[config.mk]
export PLATFORM = sky130hd
export DESIGN_NAME = video_input_framer
export DESIGN_NICKNAME = d
export VERILOG_FILES = /design/src/rtl/video_input_framer.sv
export SDC_FILE = /design/constraint.sdc
export NUM_CORES = 1
export LEC_CHECK = 0
export CAP_MARGIN = 15
export CORE_MARGIN = 8
export CORE_UTILIZATION = 45
export CTS_CLUSTER_DIAMETER = 30
export DETAILED_ROUTE_END_ITERATION = 8
export GPL_TIMING_DRIVEN = 1
export PLACE_DENSITY = 0.71
export SETUP_SLACK_MARGIN = 0.1
export SLEW_MARGIN = 20
export SYNTH_ARGS = -nofsm -noshare
export SYNTH_HDL_FRONTEND = slang
export SYNTH_SLANG_ARGS = --single-unit
[constraint.sdc]
create_clock -name pixel_clk_a -period 1.8 [get_ports pixel_clk_a]
set_input_delay 0.45 -clock pixel_clk_a [delete_from_list [all_inputs] [get_ports pixel_clk_a]]
set_output_delay 0.45 -clock pixel_clk_a [all_outputs]
set_load 0.01 [all_outputs]
[src/rtl/video_input_framer.sv]
`default_nettype none
// ============================================================================
// Module      : video_input_framer
// Description : Source-domain front end for the upscaler write side. Registers
//               raw video, finds line/frame boundaries from sync falling
//               edges, issues line-buffer writes and tracks timing lock.
// Revision    : 1.0 - initial release
// ============================================================================
module video_input_framer #(
    parameter int C_COMPONENT_DEPTH   = 8,
    parameter int C_X_WIDTH           = 11,
    parameter int C_Y_WIDTH           = 10,
    parameter int C_INDEX_WIDTH       = 3,
    parameter int C_LINE_BUFFER_COUNT = 8,
    parameter int C_LOCK_FRAMES       = 2
) (
    input  logic                         pixel_clk_a,
    input  logic                         rst,
    input  logic                         hsync_a,
    input  logic                         vsync_a,
    input  logic                         hblank_a,
    input  logic                         vblank_a,
    input  logic [C_COMPONENT_DEPTH-1:0] red_a,
    input  logic [C_COMPONENT_DEPTH-1:0] green_a,
    input  logic [C_COMPONENT_DEPTH-1:0] blue_a,
    output logic                         wr_en,
    output logic [C_X_WIDTH-1:0]         wr_x,
    output logic [C_INDEX_WIDTH-1:0]     wr_index,
    output logic [C_COMPONENT_DEPTH-1:0] wr_red,
    output logic [C_COMPONENT_DEPTH-1:0] wr_green,
    output logic [C_COMPONENT_DEPTH-1:0] wr_blue,
    output logic                         line_done,
    output logic [C_X_WIDTH-1:0]         line_width,
    output logic                         frame_done,
    output logic [C_Y_WIDTH-1:0]         frame_height,
    output logic                         locked,
    output logic                         width_overflow
);

    localparam logic [C_X_WIDTH-1:0]     C_X_MAX        = {C_X_WIDTH{1'b1}};
    localparam logic [C_Y_WIDTH-1:0]     C_Y_MAX        = {C_Y_WIDTH{1'b1}};
    localparam logic [C_INDEX_WIDTH-1:0] C_INDEX_LAST   = C_INDEX_WIDTH'(C_LINE_BUFFER_COUNT - 1);
    localparam int                       C_MATCH_WIDTH  = (C_LOCK_FRAMES < 2) ? 1 : $clog2(C_LOCK_FRAMES + 1);
    localparam logic [C_MATCH_WIDTH-1:0] C_MATCH_TARGET = C_MATCH_WIDTH'(C_LOCK_FRAMES);
    localparam logic [C_MATCH_WIDTH-1:0] C_MATCH_ONE    = C_MATCH_WIDTH'(1);

    typedef enum logic [1:0] {
        ST_UNLOCKED = 2'd0,
        ST_MEASURE  = 2'd1,
        ST_LOCKED   = 2'd2
    } state_t;

    // Stage-1 input registers and sync history
    logic                         hsync_s1_d, hsync_s1_q, vsync_s1_d, vsync_s1_q;
    logic                         hblank_s1_d, hblank_s1_q, vblank_s1_d, vblank_s1_q;
    logic [C_COMPONENT_DEPTH-1:0] red_s1_d, red_s1_q, green_s1_d, green_s1_q, blue_s1_d, blue_s1_q;
    logic                         hsync_hist_d, hsync_hist_q, vsync_hist_d, vsync_hist_q;
    // Line / frame tracking
    logic [C_X_WIDTH-1:0]         x_d, x_q;
    logic [C_Y_WIDTH-1:0]         line_cnt_d, line_cnt_q;
    logic [C_INDEX_WIDTH-1:0]     index_d, index_q;
    logic                         index_rst_pend_d, index_rst_pend_q;
    logic [C_X_WIDTH-1:0]         ref_width_d, ref_width_q;
    logic                         ref_valid_d, ref_valid_q, inconsistent_d, inconsistent_q;
    logic [C_X_WIDTH-1:0]         frame_width_d, frame_width_q;
    logic                         frame_consistent_d, frame_consistent_q;
    // Lock FSM
    state_t                       state_d, state_q;
    logic [C_MATCH_WIDTH-1:0]     match_cnt_d, match_cnt_q;
    logic [C_X_WIDTH-1:0]         stored_width_d, stored_width_q;
    logic [C_Y_WIDTH-1:0]         stored_height_d, stored_height_q;
    // Stage-2 output registers
    logic                         wr_en_d, wr_en_q;
    logic [C_X_WIDTH-1:0]         wr_x_d, wr_x_q;
    logic [C_INDEX_WIDTH-1:0]     wr_index_d, wr_index_q;
    logic [C_COMPONENT_DEPTH-1:0] wr_red_d, wr_red_q, wr_green_d, wr_green_q, wr_blue_d, wr_blue_q;
    logic                         line_done_d, line_done_q, frame_done_d, frame_done_q;
    logic [C_X_WIDTH-1:0]         line_width_d, line_width_q;
    logic [C_Y_WIDTH-1:0]         frame_height_d, frame_height_q;
    logic                         locked_d, locked_q, width_overflow_d, width_overflow_q;

    // Combinational helpers
    logic                         h_fall, v_fall, pix_active, line_close, x_full, pix_write;
    logic [C_X_WIDTH-1:0]         x_base;
    logic [C_INDEX_WIDTH-1:0]     index_next, index_eff;
    logic [C_Y_WIDTH-1:0]         line_cnt_eff;
    logic                         ref_valid_eff, inconsistent_eff, frame_ok, frame_match;
    logic [C_X_WIDTH-1:0]         ref_width_eff;
    logic [C_MATCH_WIDTH-1:0]     match_inc;

    // A line closes before any pixel in the same cycle, so that pixel starts the new line at x=0
    assign h_fall       = hsync_hist_q & ~hsync_s1_q;
    assign v_fall       = vsync_hist_q & ~vsync_s1_q;
    assign pix_active   = ~hblank_s1_q & ~vblank_s1_q;
    assign line_close   = h_fall && (x_q != '0);
    assign x_base       = h_fall ? '0 : x_q;
    assign x_full       = (x_base == C_X_MAX);
    assign pix_write    = pix_active && !x_full;
    assign index_next   = (index_q == C_INDEX_LAST) ? '0 : index_q + C_INDEX_WIDTH'(1);
    assign index_eff    = line_close ? index_next : (index_rst_pend_q ? '0 : index_q);
    assign line_cnt_eff = (line_close && line_cnt_q != C_Y_MAX) ? line_cnt_q + C_Y_WIDTH'(1) : line_cnt_q;

    // Width reference: first non-empty line of the frame; any other width taints the frame
    always_comb begin
        ref_valid_eff    = ref_valid_q;
        ref_width_eff    = ref_width_q;
        inconsistent_eff = inconsistent_q;
        if (line_close) begin
            if (!ref_valid_q) begin
                ref_valid_eff = 1'b1;
                ref_width_eff = x_q;
            end else if (x_q != ref_width_q) begin
                inconsistent_eff = 1'b1;
            end
        end
    end

    // Datapath next state: input capture, counters, frame close and write outputs
    always_comb begin
        hsync_s1_d         = hsync_a;
        vsync_s1_d         = vsync_a;
        hblank_s1_d        = hblank_a;
        vblank_s1_d        = vblank_a;
        red_s1_d           = red_a;
        green_s1_d         = green_a;
        blue_s1_d          = blue_a;
        hsync_hist_d       = hsync_s1_q;
        vsync_hist_d       = vsync_s1_q;

        x_d                = pix_write ? x_base + C_X_WIDTH'(1) : x_base;
        index_d            = index_eff;
        line_cnt_d         = line_cnt_eff;
        ref_valid_d        = ref_valid_eff;
        ref_width_d        = ref_width_eff;
        inconsistent_d     = inconsistent_eff;
        frame_width_d      = frame_width_q;
        frame_consistent_d = frame_consistent_q;
        frame_height_d     = frame_height_q;
        index_rst_pend_d   = v_fall;
        if (v_fall) begin
            frame_height_d     = line_cnt_eff;
            frame_width_d      = ref_width_eff;
            frame_consistent_d = ~inconsistent_eff;
            line_cnt_d         = '0;
            ref_valid_d        = 1'b0;
            ref_width_d        = '0;
            inconsistent_d     = 1'b0;
        end

        wr_en_d            = pix_write;
        wr_x_d             = x_base;
        wr_index_d         = index_eff;
        wr_red_d           = red_s1_q;
        wr_green_d         = green_s1_q;
        wr_blue_d          = blue_s1_q;
        line_done_d        = line_close;
        line_width_d       = line_close ? x_q : line_width_q;
        frame_done_d       = v_fall;
        width_overflow_d   = width_overflow_q | (pix_active & x_full);
    end

    assign frame_ok    = frame_consistent_q && (frame_height_q != '0);
    assign frame_match = frame_ok && (frame_height_q == stored_height_q) && (frame_width_q == stored_width_q);
    assign match_inc   = match_cnt_q + C_MATCH_ONE;

    // Lock FSM evaluated on the registered frame summary, so locked moves the cycle after frame_done
    always_comb begin
        state_d         = state_q;
        match_cnt_d     = match_cnt_q;
        stored_width_d  = stored_width_q;
        stored_height_d = stored_height_q;
        if (frame_done_q) begin
            case (state_q)
                ST_UNLOCKED: begin
                    if (frame_ok) begin
                        stored_width_d  = frame_width_q;
                        stored_height_d = frame_height_q;
                        match_cnt_d     = C_MATCH_ONE;
                        state_d         = (C_LOCK_FRAMES <= 1) ? ST_LOCKED : ST_MEASURE;
                    end
                end
                ST_MEASURE: begin
                    if (frame_match) begin
                        match_cnt_d = match_inc;
                        if (match_inc >= C_MATCH_TARGET) begin
                            state_d = ST_LOCKED;
                        end
                    end else begin
                        stored_width_d  = frame_width_q;
                        stored_height_d = frame_height_q;
                        match_cnt_d     = C_MATCH_ONE;
                    end
                end
                ST_LOCKED: begin
                    if (!frame_match) begin
                        state_d     = ST_UNLOCKED;
                        match_cnt_d = '0;
                    end
                end
                default: state_d = ST_UNLOCKED;
            endcase
        end
        locked_d = (state_d == ST_LOCKED);
    end

    // All state registers; stage-1 blanks reset high so nothing is written straight out of reset
    always_ff @(posedge pixel_clk_a) begin
        if (rst) begin
            hsync_s1_q <= 1'b0;  vsync_s1_q <= 1'b0;
            hblank_s1_q <= 1'b1; vblank_s1_q <= 1'b1;
            red_s1_q <= '0;      green_s1_q <= '0;      blue_s1_q <= '0;
            hsync_hist_q <= 1'b0; vsync_hist_q <= 1'b0;
            x_q <= '0;           line_cnt_q <= '0;      index_q <= '0;
            index_rst_pend_q <= 1'b0;
            ref_width_q <= '0;   ref_valid_q <= 1'b0;   inconsistent_q <= 1'b0;
            frame_width_q <= '0; frame_consistent_q <= 1'b0;
            state_q <= ST_UNLOCKED; match_cnt_q <= '0;
            stored_width_q <= '0; stored_height_q <= '0;
            wr_en_q <= 1'b0;     wr_x_q <= '0;          wr_index_q <= '0;
            wr_red_q <= '0;      wr_green_q <= '0;      wr_blue_q <= '0;
            line_done_q <= 1'b0; line_width_q <= '0;
            frame_done_q <= 1'b0; frame_height_q <= '0;
            locked_q <= 1'b0;    width_overflow_q <= 1'b0;
        end else begin
            hsync_s1_q <= hsync_s1_d;   vsync_s1_q <= vsync_s1_d;
            hblank_s1_q <= hblank_s1_d; vblank_s1_q <= vblank_s1_d;
            red_s1_q <= red_s1_d;       green_s1_q <= green_s1_d; blue_s1_q <= blue_s1_d;
            hsync_hist_q <= hsync_hist_d; vsync_hist_q <= vsync_hist_d;
            x_q <= x_d;                 line_cnt_q <= line_cnt_d; index_q <= index_d;
            index_rst_pend_q <= index_rst_pend_d;
            ref_width_q <= ref_width_d; ref_valid_q <= ref_valid_d; inconsistent_q <= inconsistent_d;
            frame_width_q <= frame_width_d; frame_consistent_q <= frame_consistent_d;
            state_q <= state_d;         match_cnt_q <= match_cnt_d;
            stored_width_q <= stored_width_d; stored_height_q <= stored_height_d;
            wr_en_q <= wr_en_d;         wr_x_q <= wr_x_d;         wr_index_q <= wr_index_d;
            wr_red_q <= wr_red_d;       wr_green_q <= wr_green_d; wr_blue_q <= wr_blue_d;
            line_done_q <= line_done_d; line_width_q <= line_width_d;
            frame_done_q <= frame_done_d; frame_height_q <= frame_height_d;
            locked_q <= locked_d;       width_overflow_q <= width_overflow_d;
        end
    end

    assign wr_en          = wr_en_q;
    assign wr_x           = wr_x_q;
    assign wr_index       = wr_index_q;
    assign wr_red         = wr_red_q;
    assign wr_green       = wr_green_q;
    assign wr_blue        = wr_blue_q;
    assign line_done      = line_done_q;
    assign line_width     = line_width_q;
    assign frame_done     = frame_done_q;
    assign frame_height   = frame_height_q;
    assign locked         = locked_q;
    assign width_overflow = width_overflow_q;

endmodule
`default_nettype wire

==> summary.txt <==
Global route
  – First-pass GRT wire length: 25400 um
  – Largest net degree at the start of global routing: 35
  – Aggregate global routing overflow: 0
  – Vias in the first global route: 5121
  – Initial antenna violation count: 0
  – GR Util met3: 0.0464
  – Met1 Track Usage GR: 0.189
  – Tot GR Track Use: 0.176
  – Met2 Resource Use GR: 0.318
  – Most used routing layer: met2

Layout
  – Multi-input gate area: 3310 um2
  – Nets@finish: 833
  – Layout cells sized above 1: 0.285
  – Ant diodes: 0
  – Final Util: 0.654
  – Fin cells: 987
  – Register area: 3350 um2
  – Fillers: 1052
  – Area Overhead vs Synth: 43.6%

Timing
  – Rel. slew slack: 0.683
  – Fin. Hold Viols: 0
  – Post-layout worst setup margin: -0.0693 ns
  – Min cycle time layout: 1.87 ns
  – Fin crit share: 1.04
  – Final setup viols: 18
  – Fmax: 535 MHz
  – RSZ-0062 raised after global routing: true
  – Clock Skew: 0.00840 ns
  – Final Slew Violations: 0
  – Measured slew at the worst slew-check pin: 0.473 ns
  – Setup TNS: -0.506 ns

Floorplan
  – Core ar.: 13700 um2
  – Die width: 134 um
  – # IOs: 94
  – Die Y: 134 um
  – Die ar.: 17900 um2
  – Initial Utilization: 0.456
  – Site row count: 43

Setup path
  – Critical Path Fanout Max: 7
  – CP dominant cell by count: and3_4
  – Delay-heaviest family, CP: simple AND/OR/NAND/NOR gates
  – Slowest cell on crit path: dfxtp_2
  – CP max stage delay: 0.35 ns
  – Startpoint Class: flip-flop
  – Crit path DAT: 2.16 ns
  – Worst EP required: 2.09 ns
  – Buffers and inverters on the worst path: 1
  – CP endpoint kind: flip-flop
  – CP Cell Sequence: buf_4 > nor4_1 > nand3_1 > and3_4 > and3_4 > o21ai_1 > a21oi_2
  – CP Class: reg2reg

Synthesis
  – Yosys top cell area share: 0.528
  – Syn_area_per_cell: 9.62 um2
  – Synth Register Bits: 165
  – Mapped Area: 6250 um2
  – Post-Synthesis Cells: 650
  – Synth top area cells: dfxtp_1 (53%), nor2b_1 (5.5%), xor2_1 (4.5%)
  – Yosys top cell by area: dfxtp_1
  – Ys Warns: 0
  – Post-synth ARST share: 0
  – Commonest register cell after synthesis: dfxtp_1
  – Post-synth EDFFs: 0
  – Seq/Total Area, Yosys: 0.528
  – Syn_nets: 688
  – Post-synth cell types: 54

Place
  – HPWL Detailed: 10600 um
  – Routability cong.: 0.842
  – DP Worst Slack: -0.153 ns
  – Placed insts: 935
  – Port Buffer Count: 93

Clocking
  – CTS sink count: 165
  – CTS H-tree lvls: 4
  – CTS tree: done
  – Hold_buf cts: 0
  – Clk_lat worst skew: 0.42 ns
  – Clock Path Buffers: 2
  – Worst-path clk slew: 0.06 ns
  – CTS Buf Count: 17
  – CTS root buffer: clkbuf_16

Pwr
  – Leakage: 0.00370 uW
  – Net Sw Frac: 0.207
  – Sequential share of power: 0.484
  – Peak supply drop: 0.697 mV
  – Switch Pwr: 1590 uW
  – Power per Cell Area: 857 nW/um2
  – Total Power: 7690 uW
  – Combinational power share: 0.036
  – Clock power frac: 0.480
  – Cell Int Power: 6100 uW

Routing
  – TritonRoute pass-1 iters: 5
  – Final ANT Viol Nets: 0
  – Via density: 5.19
  – DR WL/cell: 16.6 um
  – Initial DRC count: 339
  – Vias: 5124
  – Number of remaining DRC errors: 0
  – WL final: 16400 um

Run status
  – Status: finished, violations left
  – Violated checks: setup timing

Worst hold path
  – Worst hold path class: in2reg

Run
  – MaxCap Viol Count: 0
## cell usage in the layout, fill, tap and decap left out, types with 10 or more instances in the layout
master	count
clkdlybuf4s50_1	28
buf_4	55
nand3_2	22
o21ai_1	29
nor2_1	69
nor2b_1	55
dfxtp_2	17
a21oi_1	21
nand2_1	33
clkbuf_16	18
xor2_1	30
buf_6	11
xnor2_1	16
a21oi_2	10
mux2i_1	13
dfxtp_1	142
nor4_1	11
dlygate4sd2_1	61
## registers in the layout, indices dropped and copies added (netlist names), 2 cells and up
register	cells
green_s1_q	8
line_cnt_q	10
red_s1_q	8
wr_index	3
ref_width_q	11
x_q	11
stored_width_q	11
wr_x	11
frame_height	10
line_width	11
wr_red	8
wr_blue	8
state_q	2
frame_width_q	11
match_cnt_q	2
blue_s1_q	8
stored_height_q	10
wr_green	8
## final timing paths
check,start,end,slack (ns),cells past startpoint
worst max-delay path,frame_height[0],stored_width_q[9],-0.07,7
worst min-delay path,rst,stored_height_q[9],0.39,2
worst max register to register,frame_height[0],stored_width_q[9],-0.07,7
worst min register to register,green_s1_q[6],wr_green[6],0.43,1
## repair_timing
action	CTS	global route
hold endpoints to repair	0	0
gates resized for setup	131	88
setup buffers	6	9
pin swaps	46	33
setup endpoints to repair	145	82
gates cloned	5	1
## layout make-up
cell class,instances,share of cell area
inverter,10,0.00446
tap,180,0.0251
clock inverter,11,0.0169
clock buffer,20,0.0509
sequential,165,0.373
multi-input combinational,439,0.368
timing repair buffer,162,0.162
## cell usage after synthesis, types with 9 or more instances
cell type and instances:
a21oi_1 31, nand3_1 32, nor2_1 72, nor2b_1 55, and2_1 9, nand2_1 35, inv_1 10, xor2_1 32
dfxtp_1 165, nor4_1 16, clkbuf_1 22, mux2i_1 24, o21ai_1 33, xnor2_1 19, o21ai_0 13
## stage by stage
stage	hold slack [ns]	cell area [um2]
detailed placement	0.423	7670
CTS	0.362	8520
global route	0.390	8980
finish	0.394	8980
global placement	0.417	7670
floorplan	0.414	6310
## worst reg2reg max path: stages, from the launching register on
cell     delay, ns
dfxtp_2       0.35
buf_4         0.16
nor4_1        0.35
nand3_1       0.18
and3_4        0.23
and3_4        0.21
o21ai_1       0.19
a21oi_2       0.08
## power groups by stage
stage / sequential [uW] / combinational [uW] / clock (uW)
final: 3720 / 279 / 3690
after global routing: 3720 / 301 / 3930
after CTS: 3730 / 268 / 3750
after detailed placement: 3810 / 276 / 0
after global placement: 3810 / 271 / 0
after floorplan: 3820 / 118 / 0
## layer usage
| layer | vias up | part of all wire | wire length (um) |
|---|---|---|---|
| met1 | 2454 | 0.40 | 6600 |
| li1 | 2484 | - | - |
| met4 | 0 | 0.023 | 384 |
| met5 | - | 0 | 0 |
| met3 | 37 | 0.046 | 762 |
| met2 | 149 | 0.53 | 8640 |
## cell families after synthesis
| kind of cell | synth area share |
|---|---|
| buffers and inverters | 0.0374 |
| AO/OA/AOI/OAI | 0.0873 |
| flip-flops | 0.528 |
| AND/OR/NAND/NOR | 0.221 |
| multiplexers | 0.0384 |
| adder cells (fa/ha/maj) | 0.0160 |
| XOR/XNOR | 0.0714 |
(Power assumes the default switching activity.)
